[config.mk]
export PLATFORM = sky130hd
export DESIGN_NAME = add_stream
export DESIGN_NICKNAME = d
export VERILOG_FILES = /design/src/rtl/add_stream.sv
export SDC_FILE = /design/constraint.sdc
export NUM_CORES = 1
export LEC_CHECK = 0
export CAP_MARGIN = 20
export CORE_MARGIN = 4
export CORE_UTILIZATION = 40
export DETAILED_ROUTE_END_ITERATION = 12
export PLACE_DENSITY = 0.73
export SLEW_MARGIN = 25
export SYNTH_ARGS = -nofsm -noshare
export SYNTH_HDL_FRONTEND = slang
export SYNTH_SLANG_ARGS = --single-unit
[constraint.sdc]
create_clock -name clk -period 3.9 [get_ports clk]
set_clock_uncertainty 0.05 [all_clocks]
set_input_delay 0.78 -clock clk [delete_from_list [all_inputs] [get_ports clk]]
set_output_delay 0.78 -clock clk [all_outputs]
set_load 0.02 [all_outputs]
[src/rtl/add_stream.sv]
// rtl/add_stream.sv - parametrised valid/ready streaming adder with bubble-collapsing pipeline
`timescale 1ns/1ps

module add_stream #(
   parameter int DW     = 9,
   parameter int STAGES = 2,
   parameter int SIGNED = 0,
   parameter int CNTW   = 16
) (
   input  logic            clk,
   input  logic            rst_n,
   input  logic            flush,
   input  logic [DW-1:0]   data0,
   input  logic [DW-1:0]   data1,
   input  logic            valid,
   output logic            ready,
   output logic [DW:0]     out_data,
   output logic            out_valid,
   input  logic            out_ready,
   output logic [CNTW-1:0] out_cnt
);

   localparam int SW = DW + 1;

   // per-stage state: one valid bit and one data register per stage
   logic [STAGES-1:0] v_q;
   logic [STAGES-1:0] v_d;
   logic [SW-1:0]     data_q [STAGES];
   logic [SW-1:0]     data_d [STAGES];
   logic [CNTW-1:0]   cnt_q;
   logic [CNTW-1:0]   cnt_d;

   // stage enables; en[STAGES] is the downstream acceptance
   logic [STAGES:0]   en;
   logic [SW-1:0]     a_ext;
   logic [SW-1:0]     b_ext;
   logic [SW-1:0]     sum;
   logic              in_fire;
   logic              out_fire;

   // operand extension and full-precision sum (one extra bit, never overflows)
   always_comb begin
      a_ext = '0;
      b_ext = '0;
      if (SIGNED != 0) begin
         a_ext = {data0[DW-1], data0};
         b_ext = {data1[DW-1], data1};
      end else begin
         a_ext = {1'b0, data0};
         b_ext = {1'b0, data1};
      end
      sum = a_ext + b_ext;
   end

   // enable chain from the output back to stage 1: a stage may load when it is
   // empty or when everything after it will move, so bubbles collapse under stall
   always_comb begin
      logic chain;
      en    = '0;
      chain = out_ready;
      en[STAGES] = out_ready;
      for (int k = STAGES - 1; k >= 0; k--) begin
         chain = !v_q[k] || chain;
         en[k] = chain;
      end
   end

   // handshake qualifiers; flush and reset both block new input
   always_comb begin
      ready    = en[0] && !flush && rst_n;
      in_fire  = valid && ready;
      out_fire = v_q[STAGES-1] && out_ready;
   end

   // next-state for the pipeline: data registers only load with a valid beat
   always_comb begin
      v_d    = v_q;
      data_d = data_q;
      if (en[0]) begin
         v_d[0] = in_fire;
         if (in_fire) begin
            data_d[0] = sum;
         end
      end
      for (int k = 1; k < STAGES; k++) begin
         if (en[k]) begin
            v_d[k] = v_q[k-1];
            if (v_q[k-1]) begin
               data_d[k] = data_q[k-1];
            end
         end
      end
      if (flush) begin
         v_d = '0;
      end
   end

   // completed output transfers; flush does not touch the counter
   always_comb begin
      cnt_d = cnt_q;
      if (out_fire) begin
         cnt_d = cnt_q + CNTW'(1);
      end
   end

   // state registers with asynchronous clear
   always_ff @(posedge clk or negedge rst_n) begin
      if (!rst_n) begin
         v_q   <= '0;
         cnt_q <= '0;
         for (int k = 0; k < STAGES; k++) begin
            data_q[k] <= '0;
         end
      end else begin
         v_q   <= v_d;
         cnt_q <= cnt_d;
         for (int k = 0; k < STAGES; k++) begin
            data_q[k] <= data_d[k];
         end
      end
   end

   // outputs come straight from the last stage and the counter
   always_comb begin
      out_data  = data_q[STAGES-1];
      out_valid = v_q[STAGES-1];
      out_cnt   = cnt_q;
   end

endmodule

==> flow_summary.ini <==
[run_status]
status = finished, final reports clean

[timing]
hold_viol = 0
slew_viol_final = 0
fin_setup_tns_ns = 0
rsz0062_at_grt = no
fin_crit_ns = 3.10
fmax_mhz = 323
setup_viol = 0
worst_slew_pin_slew_ns = 0.503
finalCritPeriodShare = 0.795
slew_headroom = 0.664

[clocking]
cts_buffers = 5
cts_resized = 0
clkSlewWorstSetupHoldPaths_ns = 0.06
postCtsSetupBuffers = 0
ctsHoldBuffers = 0
clk_latency_ns = 0.28
cts-htree-levels = 2
tritoncts = yes
cts.sinks = 38
cts-root-buf = clkbuf_8
clk_path_buf_depth = 2

[global_routing]
track_usage = 0.120
grt_pass1_vias = 1273
grt.overflow.total = 0
antenna_found_initial = 0
grt_max_degree = 40
grt_pass1_wl_um = 5810

[power_and_ir_drop]
p_comb_frac = 0.312
p_sw_mw = 0.328
ir_drop_mv = 0.204
p_int_mw = 0.781
p_leak_nw = 1.13
switching_share = 0.296
power_mw = 1.11
clkPwrFrac = 0.223
power_density_mw_per_mm2 = 433
seq_power_share = 0.465

[worst_setup_path]
crit_buf_inv = 2
cp-end-kind = output pin
r2r_setup_slack_ns = 2.30
rr_endpoint = out_data[6]
max_stage_delay_ns = 0.53
crit_top_cell = clkdlybuf4s50_1
criticalPathCategory = in2out
cp_max_fo = 3
crit_slowest_cell = clkdlybuf4s50_1
cp_cell_sequence = clkdlybuf4s50_1 > nor2b_1 > nand2_1 > and3b_1 > clkdlybuf4s50_1
r2r_start = v_q[1]
crit_required_ns = 3.07
cp.arrival_ns = 2.27
setup.worst_path.start = out_ready
rr_worst_depth = 3
startpoint_type = input port
path_delay_family = buffers and inverters

[die]
die_h_um = 78.4
die-area_mm2 = 0.00615
fp.dieW_um = 78.4
initial_utilization = 0.417
rows = 25
io_pins = 51
core_area_mm2 = 0.00475

[worst_hold_path]
hold_end = out_cnt[15]
min-delay-start = out_cnt[15]
worstHoldPathCells = 1
hp-class = reg2reg

[routing]
remaining_drc_errors = 0
wire_per_inst_um = 11.5
routed_via_density = 4.76
ant_nets = 0
vias = 1352
drtIter0Drc = 21
dr.pass1.iters = 4
totalWireLength_um = 3270

[layout]
seq_area_um2 = 951
layout-drive-gt1-share = 0.152
multi_input_area_um2 = 928
final_util = 0.539
diodes = 0
fillers = 414
fin_nets = 251
area_delta_synth_final_pct = 29.1

[synthesis]
yosysTopAreaCell = dfrtp_1
yosys-top-cells-count = dfrtp_1, nand2_1, mux2_2
async_flop_share = 1.00
synth_edf_count = 0
syn_inst = 171
yosysUniqueCellTypes = 33
ys.flop_type = dfrtp_1
synth_area_leaders = dfrtp_1, mux2_2, ha_1
synth_top_area_frac = 0.479
syn_nets = 205
synth-seq-cells = 38
synth.most_common_cell = dfrtp_1
synth_area_mm2 = 0.00198
ys_warn_count = 0
syn_avg_cell_area_um2 = 11.6
ys_seq_area_frac = 0.479

[run]
max_cap_violations = 0

[placed_design]
dp.final_hpwl_um = 2650
io_buffer_count = 50
gp_congestion = 0.842
[final cells by class]
type	instances	area share
sequential	38	0.371
multi-input combinational	117	0.362
timing repair buffer	51	0.196
inverter	4	0.00586
tap	67	0.0327
clock inverter	1	0.00293
clock buffer	6	0.0283
[how the worst max path moves through the flow]
stage,endpoint,slack [ns],cells after the start
2_1_floorplan,data_q[16],1.62,8
3_3_place_gp,ready,0.80,5
3_5_place_dp,ready,0.79,5
4_1_cts,ready,0.79,5
5_1_grt,ready,0.71,5
6_report,ready,0.80,5
[layer usage]
layer,vias to the layer above,share of wire,GRT usage
li1,676,-,-
met5,-,0,0
met2,39,0.50,0.209
met4,0,0.0070,0.0385
met3,4,0.058,0.0344
met1,633,0.44,0.142
[kinds of logic after synthesis]
group,Yosys count,synth area share
adder cells (fa/ha/maj),11,0.0731
XOR/XNOR,21,0.0927
flip-flops,38,0.479
AND/OR/NAND/NOR,47,0.131
AO/OA/AOI/OAI,25,0.0971
multiplexers,13,0.0738
buffers and inverters,16,0.0530
[state kept, by name (all words and copies together) (netlist names)]
register / flops
out_data: 10
data_q: 10
v_q: 2
out_cnt: 16
[through the flow]
| step | instances | worst slack, ns | instance area (um^2) | hold WS [ns] |
|---|---|---|---|---|
| final | 284 | 0.800 | 2560 | 0.413 |
| after global routing | 284 | 0.705 | 2560 | 0.453 |
| after CTS | 284 | 0.785 | 2560 | 0.419 |
| after detailed placement | 277 | 0.793 | 2480 | 0.411 |
| after global placement | 277 | 0.800 | 2480 | 0.406 |
| after floorplan | 171 | 1.62 | 1980 | 0.396 |
[power groups by stage]
stage / Sequential (mW) / Clock [mW] / Combinational [mW]
3_3_place_gp: 0.523 / 0 / 0.350
3_5_place_dp: 0.525 / 0 / 0.353
2_1_floorplan: 0.531 / 0 / 0.234
4_1_cts: 0.517 / 0.256 / 0.353
5_1_grt: 0.530 / 0.274 / 0.378
6_report: 0.515 / 0.247 / 0.346
[cells in the final DEF (no fill, tap or decap), types with 2 or more instances in the layout]
cell type         n
clkdlybuf4s50_1  49
dfrtp_1          38
nand2_1          15
mux2_2           13
xnor2_1          12
ha_1             10
xor2_1            9
nand3_1           8
nor2_1            6
a21oi_1           5
o21ai_0           5
clkbuf_8          5
inv_1             4
nor2_2            3
nand2b_1          3
o211ai_1          3
nand4_1           3
and3b_1           2
a21o_1            2
o21ai_2           2
o21ai_1           2
and4_1            2
(Power assumes the default switching activity.)
